<file path="config.mk">
export PLATFORM = sky130hd
export DESIGN_NAME = l2_lru_tracker
export DESIGN_NICKNAME = d
export VERILOG_FILES = /design/src/rtl/l2_lru_tracker_pkg.sv /design/src/rtl/l2_lru_tracker_update.sv /design/src/rtl/l2_lru_tracker.sv
export SDC_FILE = /design/constraint.sdc
export NUM_CORES = 1
export LEC_CHECK = 0
export CAP_MARGIN = 20
export CORE_MARGIN = 2
export CORE_UTILIZATION = 50
export CTS_CLUSTER_SIZE = 24
export DETAILED_ROUTE_END_ITERATION = 16
export HOLD_SLACK_MARGIN = 0.02
export PLACE_DENSITY_LB_ADDON = 0.08
export SLEW_MARGIN = 40
export SYNTH_ARGS = -nofsm -noshare
export SYNTH_HDL_FRONTEND = slang
export SYNTH_SLANG_ARGS = --single-unit
</file>
<file path="constraint.sdc">
create_clock -name clk -period 4.35 [get_ports clk]
set_input_delay 0.6525 -clock clk [delete_from_list [all_inputs] [get_ports clk]]
set_output_delay 0.6525 -clock clk [all_outputs]
set_load 0.01 [all_outputs]
</file>
<file path="src/rtl/l2_lru_tracker_pkg.sv">
// L2 cache controller shared types and constants used by the LRU rank tracker.
// Optional per-op counters in the tracker are controlled by L2_LRU_PERF_CNT_EN.
package l2cpkg;

  localparam int L2_INDEX_LENGTH = 4;
  localparam int L2_ASSOC        = 8;
  localparam int L2_LRU_LENGTH   = $clog2(L2_ASSOC);
  localparam int LRU             = 0;
  localparam int MRU             = L2_ASSOC - 1;

  typedef logic [L2_LRU_LENGTH-1:0]   TYP_RU_NUM;
  typedef logic [L2_INDEX_LENGTH-1:0] TYP_INDX;

  // Encoding 2'd3 is reserved and behaves as a no-op that still responds.
  typedef enum logic [1:0] {
    TOUCH  = 2'd0,
    VICTIM = 2'd1,
    INVAL  = 2'd2
  } TYP_LRU_OP;

  typedef enum logic {
    ST_IDLE  = 1'b0,
    ST_SWEEP = 1'b1
  } sweep_state_e;

endpackage

</file>
<file path="src/rtl/l2_lru_tracker_update.sv">
// Combinational rank update for one set: TOUCH promotes a way to MRU, INVAL
// demotes it to LRU, VICTIM reports the LRU way without changing ranks.
module l2_lru_update
  import l2cpkg::*;
#(
  parameter int ASSOC = L2_ASSOC
) (
  input  TYP_RU_NUM [ASSOC-1:0] ranks_i,
  input  TYP_LRU_OP             op,
  input  TYP_RU_NUM             way,
  output TYP_RU_NUM [ASSOC-1:0] ranks_o,
  output TYP_RU_NUM             victim
);

  localparam TYP_RU_NUM MRU_R = TYP_RU_NUM'(ASSOC - 1);
  localparam TYP_RU_NUM LRU_R = TYP_RU_NUM'(LRU);

  TYP_RU_NUM cur_rank;

  always_comb begin
    ranks_o  = ranks_i;
    victim   = '0;
    cur_rank = ranks_i[way];

    for (int i = 0; i < ASSOC; i++) begin
      if (ranks_i[i] == LRU_R) victim = TYP_RU_NUM'(i);
    end

    case (op)
      TOUCH: begin
        if (cur_rank != MRU_R) begin
          for (int i = 0; i < ASSOC; i++) begin
            if (ranks_i[i] > cur_rank) ranks_o[i] = ranks_i[i] - TYP_RU_NUM'(1);
          end
          ranks_o[way] = MRU_R;
        end
      end
      INVAL: begin
        if (cur_rank != LRU_R) begin
          for (int i = 0; i < ASSOC; i++) begin
            if (ranks_i[i] < cur_rank) ranks_o[i] = ranks_i[i] + TYP_RU_NUM'(1);
          end
          ranks_o[way] = LRU_R;
        end
      end
      default: ;
    endcase
  end

endmodule

</file>
<file path="src/rtl/l2_lru_tracker.sv">
// Per-set LRU rank tracker with an init sweep after reset/clr.
// Define L2_LRU_PERF_CNT_EN to add saturating TOUCH/VICTIM counters.
module l2_lru_tracker
  import l2cpkg::*;
#(
  parameter int NUM_SETS = 2**L2_INDEX_LENGTH,
  parameter int ASSOC    = L2_ASSOC
) (
  input  logic      clk,
  input  logic      rst,
  input  logic      req_valid,
  output logic      req_ready,
  input  TYP_LRU_OP req_op,
  input  TYP_INDX   req_indx,
  input  TYP_RU_NUM req_way,
  output logic      rsp_valid,
  output TYP_RU_NUM rsp_way,
  input  logic      clr,
  output logic      busy
`ifdef L2_LRU_PERF_CNT_EN
  ,
  output logic [31:0] touch_cnt,
  output logic [31:0] victim_cnt
`endif
);

  // state    | meaning
  // ST_IDLE  | ranks valid, requests accepted
  // ST_SWEEP | writing identity ranks to one set per cycle, requests held off

  typedef TYP_RU_NUM [ASSOC-1:0] set_ranks_t;

  localparam TYP_INDX LAST_IDX = TYP_INDX'(NUM_SETS - 1);

  sweep_state_e state_q, state_d;
  TYP_INDX      sweep_idx_q, sweep_idx_d;
  logic         sweep_wr;
  logic         accept;

  set_ranks_t rank_mem_q [NUM_SETS];
  set_ranks_t rank_mem_d [NUM_SETS];
  set_ranks_t init_ranks;
  set_ranks_t upd_ranks;
  TYP_RU_NUM  victim;

  logic      rsp_valid_q, rsp_valid_d;
  TYP_RU_NUM rsp_way_q, rsp_way_d;

  assign busy      = (state_q == ST_SWEEP);
  assign req_ready = !busy && !clr;
  assign accept    = req_valid && req_ready;
  assign rsp_valid = rsp_valid_q;
  assign rsp_way   = rsp_way_q;

  always_comb begin
    state_d     = state_q;
    sweep_idx_d = sweep_idx_q;
    sweep_wr    = 1'b0;
    case (state_q)
      ST_IDLE: begin
        if (clr) begin
          state_d     = ST_SWEEP;
          sweep_idx_d = '0;
        end
      end
      ST_SWEEP: begin
        sweep_wr = 1'b1;
        if (clr) begin
          sweep_idx_d = '0;
        end else if (sweep_idx_q == LAST_IDX) begin
          state_d     = ST_IDLE;
          sweep_idx_d = '0;
        end else begin
          sweep_idx_d = sweep_idx_q + TYP_INDX'(1);
        end
      end
      default: begin
        state_d     = ST_SWEEP;
        sweep_idx_d = '0;
      end
    endcase
  end

  l2_lru_update #(
    .ASSOC (ASSOC)
  ) u_update (
    .ranks_i (rank_mem_q[req_indx]),
    .op      (req_op),
    .way     (req_way),
    .ranks_o (upd_ranks),
    .victim  (victim)
  );

  // Write-back happens at the accept edge, so a back-to-back request to the
  // same set reads the updated ranks straight from the array.
  always_comb begin
    for (int i = 0; i < ASSOC; i++) init_ranks[i] = TYP_RU_NUM'(i);
    rank_mem_d = rank_mem_q;
    if (sweep_wr)    rank_mem_d[sweep_idx_q] = init_ranks;
    else if (accept) rank_mem_d[req_indx]    = upd_ranks;
  end

  always_comb begin
    rsp_valid_d = accept;
    rsp_way_d   = rsp_way_q;
    if (accept) rsp_way_d = (req_op == VICTIM) ? victim : req_way;
  end

  always_ff @(posedge clk) begin
    if (rst) begin
      state_q     <= ST_SWEEP;
      sweep_idx_q <= '0;
      rsp_valid_q <= 1'b0;
      rsp_way_q   <= '0;
    end else begin
      state_q     <= state_d;
      sweep_idx_q <= sweep_idx_d;
      rsp_valid_q <= rsp_valid_d;
      rsp_way_q   <= rsp_way_d;
    end
  end

  always_ff @(posedge clk) begin
    rank_mem_q <= rank_mem_d;
  end

`ifdef L2_LRU_PERF_CNT_EN
  logic [31:0] touch_cnt_q, touch_cnt_d;
  logic [31:0] victim_cnt_q, victim_cnt_d;

  always_comb begin
    touch_cnt_d  = touch_cnt_q;
    victim_cnt_d = victim_cnt_q;
    if (clr) begin
      touch_cnt_d  = '0;
      victim_cnt_d = '0;
    end else if (accept) begin
      if (req_op == TOUCH && touch_cnt_q != 32'hFFFF_FFFF)
        touch_cnt_d = touch_cnt_q + 32'd1;
      if (req_op == VICTIM && victim_cnt_q != 32'hFFFF_FFFF)
        victim_cnt_d = victim_cnt_q + 32'd1;
    end
  end

  always_ff @(posedge clk) begin
    if (rst) begin
      touch_cnt_q  <= '0;
      victim_cnt_q <= '0;
    end else begin
      touch_cnt_q  <= touch_cnt_d;
      victim_cnt_q <= victim_cnt_d;
    end
  end

  assign touch_cnt  = touch_cnt_q;
  assign victim_cnt = victim_cnt_q;
`endif

endmodule

</file>
==> results.md <==
- Outcome: finished clean
- Average cell area after synthesis: ~11 sq um
- Clk pwr share: 0.310
- Logic pwr share: 0.310
- Leakage: 11.6 nW
- CP most frequent cell: buf_12
- CTS tree: done
- Most common cell after layout, fill and taps aside: edfxtp_1
- Path depth of the worst reg2reg path: 18
- Worst slew pin tran: 0.919 ns
- Reg power frac: 0.380
- Final-layout fill cell count: 4,070
- Fin. max-slew vios: 0
- Crit Path Max Fanout: 19
- Number of port buffers: 18
- Tcrit/Tclk final: 0.979
- Net count after synthesis: around 2,400
- VDD IR max: 0.351 mV
- H-tree levels: 2
- Post-layout minimum cycle time: 4.26 ns
- Total die area: a little over 50,000 sq um
- Cells after synthesis: 2,361
- Sequential area share after synthesis: 0.469
- Initial Util: 0.509
- Hold buffer count at cts: 0
- Vias in the first global route: 21,700
- DRT antenna net count: 0
- Clock root cell: clkbuf_16
- GRT Resource Usage Total: 0.377
- Setup Viol. Count Final: 0
- Min-Delay Path Class: flip-flop to flip-flop
- Internal power: around 8.5 mW
- Clk_skew: approximately 0.022 ns
- Ys async rst share: 0
- Die width: 228 microns
- DP HPWL: 68,200 microns
- DR pass1 iterations: 7
- Clk sinks: 393
- Slowest stage delay, CP: ~0.47 ns
- Number of flops mapped to enable cells by yosys: between 300 and 400
- Final worst-path setup slack: 0.0910 ns
- Initial antenna violation count: 2
- P_sw: 4.11 mW
- Nets: ~2,600
- Max Root-Sink Buffers: 3
- Die height: 228 microns
- Worst-path clk slew: 0.07 ns
- Post-place setup slack: -0.607 ns
- Synth Cell Area: 25,000 sq um
- Ant diodes: 0
- Switching Share: 0.326
- Yosys warning count: 0
- Clock latency on the worst-skew pair: 0.60 ns
- Crit Path Category: input pin to flip-flop
- Crit end category: flip-flop
- Critical path launch point type: input pin
- Starting DRT DRC Count: 3,184
- Most frequent cells in the layout: edfxtp_1 (384), o21ai_0 (352), nand2_1 (305), buf_4 (286), a22oi_1 (142)
- Core Rows: 81
- Area of the multi-input gates: 12,300 sq um
- Congestion Overflow GR: 0
- Synth Register Bits: 393
- Data required, critical path: ~4.7 ns
- Crit-path slowest cell: and2_1
- Synth cell types: 87
- Data arrival time of the critical path: ~4.6 ns
- Via count: about 23,000
- Drt drc: 0
- Core Region: 49,200 sq um
- Hold depth: 2
- Final hold vios: 0
- Pwr Density: around 420 nW/um^2
- Cell chain of the critical path: buf_4, and2_1, a22oi_1, nand2_1, o22ai_1, nor3_2, and4_1, buf_12, buf_12, ha_1, a21o_1, a21oi_4, a31oi_2, buf_4, nor2_1, nor3_1, o22ai_2, buf_12, o211ai_1
- Max-cap violations: 0
- Placer Congestion: 1.02
- Ys flop type: edfxtp_1
- Register area: 11,700 sq um
- Via/cell ratio: 6.99
- Largest net degree at the start of global routing: 122
- Layout area overhead: 20.4%
- Worst Hold Margin: 0.464 ns
- Layout cell share with drive strength beyond 1: 0.248
- Num CTS Buffers: 46
- Peak Freq: 235 MHz
- Final WL: 97,500 microns
- Rel. slew slack: 0.386
- First-pass GRT wire length: around 140,000 microns
- RSZ-0062 raised after global routing: false
- I/O pin count: 19
- Wire per inst: 29.9 microns
==> per-stage QoR <==
stage	power (mW)	setup TNS, ns	instance area (sq um)	utilization	cells
floorplan	6.78	0	25100	-	2361
global placement	8.54	-184.47	28500	0.580	3176
detailed placement	8.60	-180.21	28500	0.580	3176
CTS	12.5	0	30000	0.610	3262
global route	13.0	0	30100	0.612	3264
finish	12.6	0	30100	0.612	3264
==> cell type report <==
class	instances	area share
multi-input combinational	1711	0.407
sequential	393	0.389
timing repair buffer	369	0.121
clock buffer	60	0.0410
tap	664	0.0276
clock inverter	26	0.00819
inverter	41	0.00520
==> critical path: cells and delay by family <==
kind | cells | cell delay [ns]
compound gates | 7 | 1.17
fa+ha+maj | 1 | 0.25
buf+inv | 5 | 1.00
simple gates | 6 | 1.45
==> power by group through the flow <==
stage	Sequential, mW	Clock, mW	Combinational [mW]
6_report	4.79	3.90	3.91
5_1_grt	4.82	4.09	4.11
4_1_cts	4.78	3.92	3.78
3_5_place_dp	4.84	0	3.76
3_3_place_gp	4.84	0	3.70
2_1_floorplan	4.77	0	2.01
==> routing by layer <==
| metal | up-vias | wire, microns | track usage |
|---|---|---|---|
| met1 | 11200 | 38200 | 0.514 |
| met4 | 4 | 5330 | 0.182 |
| li1 | 9639 | - | - |
| met2 | 1622 | 43600 | 0.582 |
| met3 | 293 | 10400 | 0.0694 |
| met5 | - | 27 | 0 |
==> sequential cells by signal, summed over array words and instances, names as in the netlist <==
register / cells
rsp_way: 3
rsp_valid: 1
busy: 1
rank_mem_q: 384
sweep_idx_q: 4
==> cell usage after synthesis, types with 19 or more instances <==
master	number	area, sq um
inv_1	39	146
mux4_2	62	1400
a22o_1	64	561
o21ai_1	29	145
edfxtp_1	384	11500
ha_1	51	638
nor2_1	94	353
nand2_1	310	1160
a31oi_1	30	188
mux2i_1	74	741
and2_1	19	119
o21ai_0	352	1760
buf_2	46	230
o211ai_1	70	526
o211ai_2	52	651
nor2b_1	27	169
nor3_1	25	125
nand3_1	34	170
buf_6	21	236
o221ai_1	21	184
clkbuf_1	126	473
a22oi_1	143	1070
o22ai_1	24	150
a21oi_1	40	200
==> repair_timing <==
| action | 4_1_cts | 5_1_grt |
|---|---|---|
| gates resized for setup | 1 | 18 |
| buffers inserted | 0 | 2 |
| endpoints found under the setup margin | 4 | 360 |
| pin swaps | 0 | 2 |
==> logic make-up (layout without fill, tap and decap cells) <==
kind of cell               Yosys count  count (layout)  synth area share
AOI/OAI and AO/OA                  929             929             0.260
xor gates and xnor gates             2               2          0.000701
adders and majority gates           51              51            0.0255
buffers and inverters              257             496            0.0496
DFF                                393             393             0.469
muxes                              149             149            0.0915
and+or+nand+nor                    580             580             0.104
==> path summary, 6_finish.rpt <==
| path | startpoint | endpoint | slack [ns] |
|---|---|---|---|
| worst min-delay path | rsp_way[1]$_SDFFE_PP0P_ | rsp_way[1]$_SDFFE_PP0P_ | 0.46 |
| worst max-delay path | req_indx[3] | rank_mem_q[171]$_DFFE_PP_ | 0.09 |
| worst max register to register | rank_mem_q[220]$_DFFE_PP_ | rank_mem_q[171]$_DFFE_PP_ | 0.12 |
| worst min register to register | rsp_way[1]$_SDFFE_PP0P_ | rsp_way[1]$_SDFFE_PP0P_ | 0.46 |
Power figures use the tool's default switching activity.
